### config.mk
export PLATFORM = sky130hd
export DESIGN_NAME = riscv_multicycle_controller
export DESIGN_NICKNAME = d
export VERILOG_FILES = /design/src/rtl/riscv_ctrl_pkg.sv /design/src/rtl/riscv_alu_decoder.sv /design/src/rtl/riscv_multicycle_controller.sv
export SDC_FILE = /design/constraint.sdc
export NUM_CORES = 1
export LEC_CHECK = 0
export CAP_MARGIN = 20
export CELL_PAD_IN_SITES_DETAIL_PLACEMENT = 0
export CELL_PAD_IN_SITES_GLOBAL_PLACEMENT = 1
export CORE_UTILIZATION = 24
export CTS_CLUSTER_SIZE = 25
export DETAILED_ROUTE_END_ITERATION = 7
export GPL_TIMING_DRIVEN = 0
export PLACE_DENSITY_LB_ADDON = 0.1
export SLEW_MARGIN = 20
export SYNTH_ARGS = -nofsm -noshare
export SYNTH_HDL_FRONTEND = slang
export SYNTH_SLANG_ARGS = --single-unit
### constraint.sdc
create_clock -name clk -period 2.1 [get_ports clk]
set_input_delay 0.42 -clock clk [delete_from_list [all_inputs] [get_ports clk]]
set_output_delay 0.42 -clock clk [all_outputs]
set_load 0.005 [all_outputs]
### src/rtl/riscv_ctrl_pkg.sv
// Shared encodings for the multi-cycle RV32I control path: states, opcodes,
// ALU control codes and datapath select codes.
package riscv_ctrl_pkg;

    localparam int unsigned ST_W = 4;

    localparam logic [3:0] S_FETCH    = 4'd0;
    localparam logic [3:0] S_DECODE   = 4'd1;
    localparam logic [3:0] S_MEMADR   = 4'd2;
    localparam logic [3:0] S_MEMREAD  = 4'd3;
    localparam logic [3:0] S_MEMWB    = 4'd4;
    localparam logic [3:0] S_MEMWRITE = 4'd5;
    localparam logic [3:0] S_EXECR    = 4'd6;
    localparam logic [3:0] S_EXECI    = 4'd7;
    localparam logic [3:0] S_ALUWB    = 4'd8;
    localparam logic [3:0] S_JAL      = 4'd9;
    localparam logic [3:0] S_BEQ      = 4'd10;
    localparam logic [3:0] S_TRAP     = 4'd11;

    localparam logic [6:0] OP_LOAD  = 7'b0000011;
    localparam logic [6:0] OP_STORE = 7'b0100011;
    localparam logic [6:0] OP_RTYPE = 7'b0110011;
    localparam logic [6:0] OP_ITYPE = 7'b0010011;
    localparam logic [6:0] OP_JAL   = 7'b1101111;
    localparam logic [6:0] OP_BEQ   = 7'b1100011;

    typedef enum logic [1:0] {
        ALUOP_ADD   = 2'b00,
        ALUOP_SUB   = 2'b01,
        ALUOP_FUNCT = 2'b10
    } alu_op_e;

    localparam logic [2:0] ALU_ADD = 3'b000;
    localparam logic [2:0] ALU_SUB = 3'b001;
    localparam logic [2:0] ALU_AND = 3'b010;
    localparam logic [2:0] ALU_OR  = 3'b011;
    localparam logic [2:0] ALU_SLT = 3'b101;

    localparam logic [1:0] RES_ALUOUT    = 2'b00;
    localparam logic [1:0] RES_DATA      = 2'b01;
    localparam logic [1:0] RES_ALURESULT = 2'b10;

    localparam logic [1:0] SRCA_PC    = 2'b00;
    localparam logic [1:0] SRCA_OLDPC = 2'b01;
    localparam logic [1:0] SRCA_RS1   = 2'b10;

    localparam logic [1:0] SRCB_RS2  = 2'b00;
    localparam logic [1:0] SRCB_IMM  = 2'b01;
    localparam logic [1:0] SRCB_FOUR = 2'b10;

    localparam logic [1:0] IMM_I = 2'b00;
    localparam logic [1:0] IMM_S = 2'b01;
    localparam logic [1:0] IMM_B = 2'b10;
    localparam logic [1:0] IMM_J = 2'b11;

    // Immediate format depends only on the opcode, not on the FSM state.
    function automatic logic [1:0] imm_sel(input logic [6:0] op);
        case (op)
            OP_STORE: return IMM_S;
            OP_BEQ:   return IMM_B;
            OP_JAL:   return IMM_J;
            default:  return IMM_I;
        endcase
    endfunction

endpackage

### src/rtl/riscv_alu_decoder.sv
// ALU control decode from the FSM's alu_op and the instruction funct fields.
module riscv_alu_decoder
    import riscv_ctrl_pkg::*;
(
    input  alu_op_e    alu_op,
    input  logic [2:0] funct3,
    input  logic       funct7b5,
    input  logic       op5,
    output logic [2:0] alu_control
);

    // Only R-type (op5=1) uses bit30 to select sub; addi ignores it.
    always_comb begin
        alu_control = ALU_ADD;
        case (alu_op)
            ALUOP_SUB: alu_control = ALU_SUB;
            ALUOP_FUNCT: begin
                case (funct3)
                    3'b000:  alu_control = (funct7b5 & op5) ? ALU_SUB : ALU_ADD;
                    3'b010:  alu_control = ALU_SLT;
                    3'b110:  alu_control = ALU_OR;
                    3'b111:  alu_control = ALU_AND;
                    default: alu_control = ALU_ADD;
                endcase
            end
            default: alu_control = ALU_ADD;
        endcase
    end

endmodule

### src/rtl/riscv_multicycle_controller.sv
// Main control FSM of the multi-cycle RV32I core: sequences the shared datapath
// through fetch/decode/execute/memory/writeback and stalls on mem_ready.
module riscv_multicycle_controller
    import riscv_ctrl_pkg::*;
#(
    parameter int unsigned STATE_W       = 4,
    parameter bit          MEM_HANDSHAKE = 1'b1
) (
    input  logic               clk,
    input  logic               reset,
    input  logic [6:0]         opcode,
    input  logic [2:0]         funct3,
    input  logic               funct7b5,
    input  logic               zero,
    input  logic               mem_ready,
    output logic               mem_req,
    output logic               adr_src,
    output logic               mem_write,
    output logic               ir_write,
    output logic               pc_write,
    output logic               reg_write,
    output logic [1:0]         result_src,
    output logic [1:0]         alu_src_a,
    output logic [1:0]         alu_src_b,
    output logic [2:0]         alu_control,
    output logic [1:0]         imm_src,
    output logic               illegal_instr,
    output logic [STATE_W-1:0] state_o
);

    logic [ST_W-1:0] state;
    logic [ST_W-1:0] state_next;
    alu_op_e         alu_op;
    logic            rdy;

    assign rdy     = MEM_HANDSHAKE ? mem_ready : 1'b1;
    assign state_o = STATE_W'(state);
    assign imm_src = reset ? imm_sel(opcode) : IMM_I;

    always_ff @(posedge clk or negedge reset) begin
        if (!reset) state <= S_FETCH;
        else        state <= state_next;
    end

    // Moore decode; outputs are forced idle while reset is asserted so an
    // in-flight store strobe drops without waiting for a clock edge.
    always_comb begin
        state_next    = S_FETCH;
        mem_req       = 1'b0;
        adr_src       = 1'b0;
        mem_write     = 1'b0;
        ir_write      = 1'b0;
        pc_write      = 1'b0;
        reg_write     = 1'b0;
        result_src    = RES_ALUOUT;
        alu_src_a     = SRCA_PC;
        alu_src_b     = SRCB_RS2;
        alu_op        = ALUOP_ADD;
        illegal_instr = 1'b0;
        case (state)
            S_FETCH: begin
                mem_req    = 1'b1;
                alu_src_b  = SRCB_FOUR;
                result_src = RES_ALURESULT;
                ir_write   = rdy;
                pc_write   = rdy;
                state_next = rdy ? S_DECODE : S_FETCH;
            end
            S_DECODE: begin
                alu_src_a = SRCA_OLDPC;
                alu_src_b = SRCB_IMM;
                case (opcode)
                    OP_LOAD, OP_STORE: state_next = S_MEMADR;
                    OP_RTYPE:          state_next = S_EXECR;
                    OP_ITYPE:          state_next = S_EXECI;
                    OP_JAL:            state_next = S_JAL;
                    OP_BEQ:            state_next = S_BEQ;
                    default:           state_next = S_TRAP;
                endcase
            end
            S_MEMADR: begin
                alu_src_a  = SRCA_RS1;
                alu_src_b  = SRCB_IMM;
                state_next = opcode[5] ? S_MEMWRITE : S_MEMREAD;
            end
            S_MEMREAD: begin
                mem_req    = 1'b1;
                adr_src    = 1'b1;
                state_next = rdy ? S_MEMWB : S_MEMREAD;
            end
            S_MEMWB: begin
                result_src = RES_DATA;
                reg_write  = 1'b1;
            end
            S_MEMWRITE: begin
                mem_req    = 1'b1;
                mem_write  = 1'b1;
                adr_src    = 1'b1;
                state_next = rdy ? S_FETCH : S_MEMWRITE;
            end
            S_EXECR: begin
                alu_src_a  = SRCA_RS1;
                alu_src_b  = SRCB_RS2;
                alu_op     = ALUOP_FUNCT;
                state_next = S_ALUWB;
            end
            S_EXECI: begin
                alu_src_a  = SRCA_RS1;
                alu_src_b  = SRCB_IMM;
                alu_op     = ALUOP_FUNCT;
                state_next = S_ALUWB;
            end
            S_ALUWB: begin
                reg_write = 1'b1;
            end
            S_JAL: begin
                alu_src_a  = SRCA_OLDPC;
                alu_src_b  = SRCB_FOUR;
                pc_write   = 1'b1;
                state_next = S_ALUWB;
            end
            S_BEQ: begin
                alu_src_a = SRCA_RS1;
                alu_src_b = SRCB_RS2;
                alu_op    = ALUOP_SUB;
                pc_write  = zero;
            end
            S_TRAP: begin
                illegal_instr = 1'b1;
            end
            default: ;
        endcase
        if (!reset) begin
            mem_req       = 1'b0;
            adr_src       = 1'b0;
            mem_write     = 1'b0;
            ir_write      = 1'b0;
            pc_write      = 1'b0;
            reg_write     = 1'b0;
            result_src    = RES_ALUOUT;
            alu_src_a     = SRCA_PC;
            alu_src_b     = SRCB_RS2;
            alu_op        = ALUOP_ADD;
            illegal_instr = 1'b0;
        end
    end

    riscv_alu_decoder u_alu_decoder (
        .alu_op      (alu_op),
        .funct3      (funct3),
        .funct7b5    (funct7b5),
        .op5         (opcode[5]),
        .alu_control (alu_control)
    );

endmodule

==> impl_metrics.yaml <==
status:
  outcome: "finished with violations"
  failed_checks: "setup timing"
sta:
  relSlewSlack_pct: 82.52
  setup_viol: 2
  period_minus_slack_ns: 2.142
  skew_ns: 0.004622
  finalWorstSetupSlack_ns: -0.04157
  setup_tns_ns: -0.07462
  worstMarginPinSlew_ns: 0.2622
  hold_viol: 0
  max_freq_mhz: 466.9
  whs_ns: 0.04691
  finalMaxSlewViolations: 0
  fin_crit_sh_pct: 102.0
  rsz0062_at_grt: "true"
synthesis:
  synth_fa_ha_area_share_pct: 5.870
  synth-seq-cells: 4
  synthSimpleGateAreaFrac_pct: 45.91
  yosys.area.top_type: "dfrtp_1"
  yosysTopAreaCellShare_pct: 16.77
  ys_seq_area_share_pct: 16.77
  synth_cell_types: 39
  synth_compound_area_share_pct: 16.35
  yosys-top-cells-area: "dfrtp_1, nor3_1, xnor2_1"
  synthMuxAreaShare_pct: 1.677
  synth_xor_area_share_pct: 5.870
  synthesis.area_um2: 596.8
  synth_top_family_by_area: "simple AND/OR/NAND/NOR gates"
  syn-instance-count: 80
  yosysWarnings: 0
  synth_fp_nets: 97
  syn_area_per_cell_um2: 7.460
finish:
  antenna_cells: 0
  final_cell_area_um2: 1224
  utilization_pct: 53.77
  drive_gt1_share_pct: 34.62
  areaGrowthSynthToFinish_pct: 105.0
  stdcell_count: 158
  finalNetCount: 149
  largest_reg_flops: 4
placement:
  portBuffers: 36
  place_inst: 144
  hpwl_mm: 1.405
  dp_slack_ns: -1.184
  placed_area_um2: 992.2
  gp_congestion: 0.7595
global_routing:
  grt_pass1_vias: 689
  grt_antenna_before_repair: 0
  grt_usage_pct: 14.67
  grt_pass1_wl_mm: 3.036
  overflow: 0
  grt_start_max_net_pins: 12
routing:
  via_per_inst: 5.013
  drcViolationCount: 0
  wl_per_cell_um: 12.18
  final_antenna_net_count: 0
  drt-pass1-iter-count: 5
  vias: 792
  drtIter0Drc: 21
  wirelength_mm: 1.925
job:
  maxCapViolCount: 0
die:
  dieArea_um2: 2690
  die_height_um: 51.87
  ios: 37
  die_x_um: 51.87
  std_cell_rows: 17
  start_util_pct: 26.22
  coreArea_um2: 2276
clock_tree:
  clk_pin_slew_worst_paths_ns: 0.04
  tritoncts: "done"
  root_buffer: "clkbuf_4"
  clock_tree.buffer_depth: 2
  clk_latency_ns: 0.23
  cts.sinks: 4
  cts_made_buffers: 3
  ctsHoldBuffers: 0
  h-tree-depth: 1
critical_path:
  cp-start-kind: "register"
  required_ns: 1.68
  crit_chain: "buf_6, xnor2_2, nor3_2, or2_2, clkdlybuf4s50_1"
  critPathMaxStageDelay_ns: 0.44
  crit_path_top_delay_cell: "clkdlybuf4s50_1"
  crit_type: "reg2out"
  worst-path-max-fanout: 5
  endpoint_kind: "output pin"
  arrival_ns: 1.72
pwr:
  power_mw: 1.214
  peakVddDrop_uv: 755.9
  p_per_area_nw_per_um2: 992.0
  leakagePower_nw: 0.6228
hold_path:
  hold_class: "in2async"
==> synthesized netlist by cell type <==
| cell type | number |
|---|---|
| a211oi_1 | 2 |
| a21o_1 | 1 |
| a21oi_1 | 3 |
| a31oi_1 | 2 |
| and2_1 | 1 |
| and3_1 | 1 |
| and3b_1 | 1 |
| and4_1 | 2 |
| and4b_1 | 1 |
| buf_6 | 1 |
| clkbuf_1 | 4 |
| dfrtp_1 | 4 |
| ha_1 | 2 |
| inv_1 | 5 |
| maj3_1 | 1 |
| mux2i_1 | 1 |
| nand2_1 | 5 |
| nand2b_1 | 3 |
| nand3_1 | 2 |
| nand3b_1 | 2 |
| nand4bb_1 | 1 |
| nor2_1 | 3 |
| nor2b_1 | 4 |
| nor3_1 | 7 |
| nor3b_1 | 2 |
| nor4_1 | 2 |
| nor4b_1 | 1 |
| nor4bb_1 | 1 |
| o211ai_1 | 1 |
| o21a_1 | 1 |
| o21ai_0 | 3 |
| o311a_1 | 1 |
| o31ai_1 | 1 |
| or2_2 | 1 |
| or3_1 | 1 |
| or3b_4 | 1 |
| or4b_1 | 1 |
| xnor2_1 | 3 |
| xor2_1 | 1 |
==> power by group <==
group | switching (mW) | internal, mW | leakage (nW)
combinational | 0.430 | 0.544 | 0.561
clock | 0.0298 | 0.0638 | 0.0138
sequential | 0.0294 | 0.117 | 0.0483
==> layout by cell type, fill, tap and decap left out, types with 2 or more instances in the layout <==
cell and n:
a211oi_1 2, a21oi_1 3, a31oi_1 2, and4_1 2, buf_2 2, buf_4 11, clkbuf_2 2, clkbuf_4 5
clkdlybuf4s50_1 12, dfrtp_1 2, dfrtp_2 2, dlygate4sd2_1 13, dlymetal6s2s_1 6, inv_1 3, inv_2 2, nand2_1 3
nand2_2 2, nand2b_4 2, nand3_1 2, nand3b_1 2, nor2_1 3, nor2b_4 2, nor3_1 6, o21ai_0 2
xnor2_1 2
==> final cells by class <==
| class | instances | area, µm² |
|---|---|---|
| inverters | 5 | 18.77 |
| well taps | 28 | 35.03 |
| fillers | 232 | 1052 |
| clock buffers | 3 | 22.52 |
| repair buffers | 47 | 421.7 |
| plain buffers | 5 | 55.05 |
| flip-flops and latches | 4 | 102.6 |
| multi-input cells | 66 | 568.0 |
==> path summary, 6_finish.rpt <==
kind / from / end / slack [ns] / depth (start not counted)
worst max-delay path: state_o[1] / mem_req / -0.04 / 5
worst min-delay path: reset / state_o[2] / 0.05 / 1
worst max register to register: state_o[1] / state_o[2] / 0.27 / 5
worst min register to register: state_o[2] / state_o[1] / 0.75 / 3
max in group asynchronous: reset / state_o[0] / 1.87 / 1
min in group clk: opcode[5] / state_o[2] / 0.69 / 3
==> kinds of logic (layout without fill, tap and decap cells) <==
kind of cell	Yosys count	count (layout)
muxes	1	1
DFF	4	4
AOI/OAI and AO/OA	15	15
xor gates and xnor gates	4	4
adders and majority gates	3	3
buffers and inverters	10	60
and+or+nand+nor	43	43
==> routing by layer <==
layer	global-route usage, %	up-vias	share of wire, %
met4	2.703	0	0
met2	22.86	27	49
met3	4.094	0	5.7
met1	20.04	366	46
met5	0	-	0
li1	-	399	-
==> repair_timing <==
item / 4_1_cts / 5_1_grt
cloned: 0 / 1
pin swaps: 5 / 2
buffers inserted: 7 / 3
setup endpoints to repair: 18 / 13
gates resized for setup: 53 / 21
==> worst max-delay path, delay by kind of cell (launching register included) <==
| family | cells | cell delay (ns) |
|---|---|---|
| buffers and inverters | 2 | 0.59 |
| flip-flops | 1 | 0.39 |
| AND/OR/NAND/NOR | 2 | 0.32 |
| XOR/XNOR | 1 | 0.19 |
Note: power is estimated with default switching activity, not from simulation.
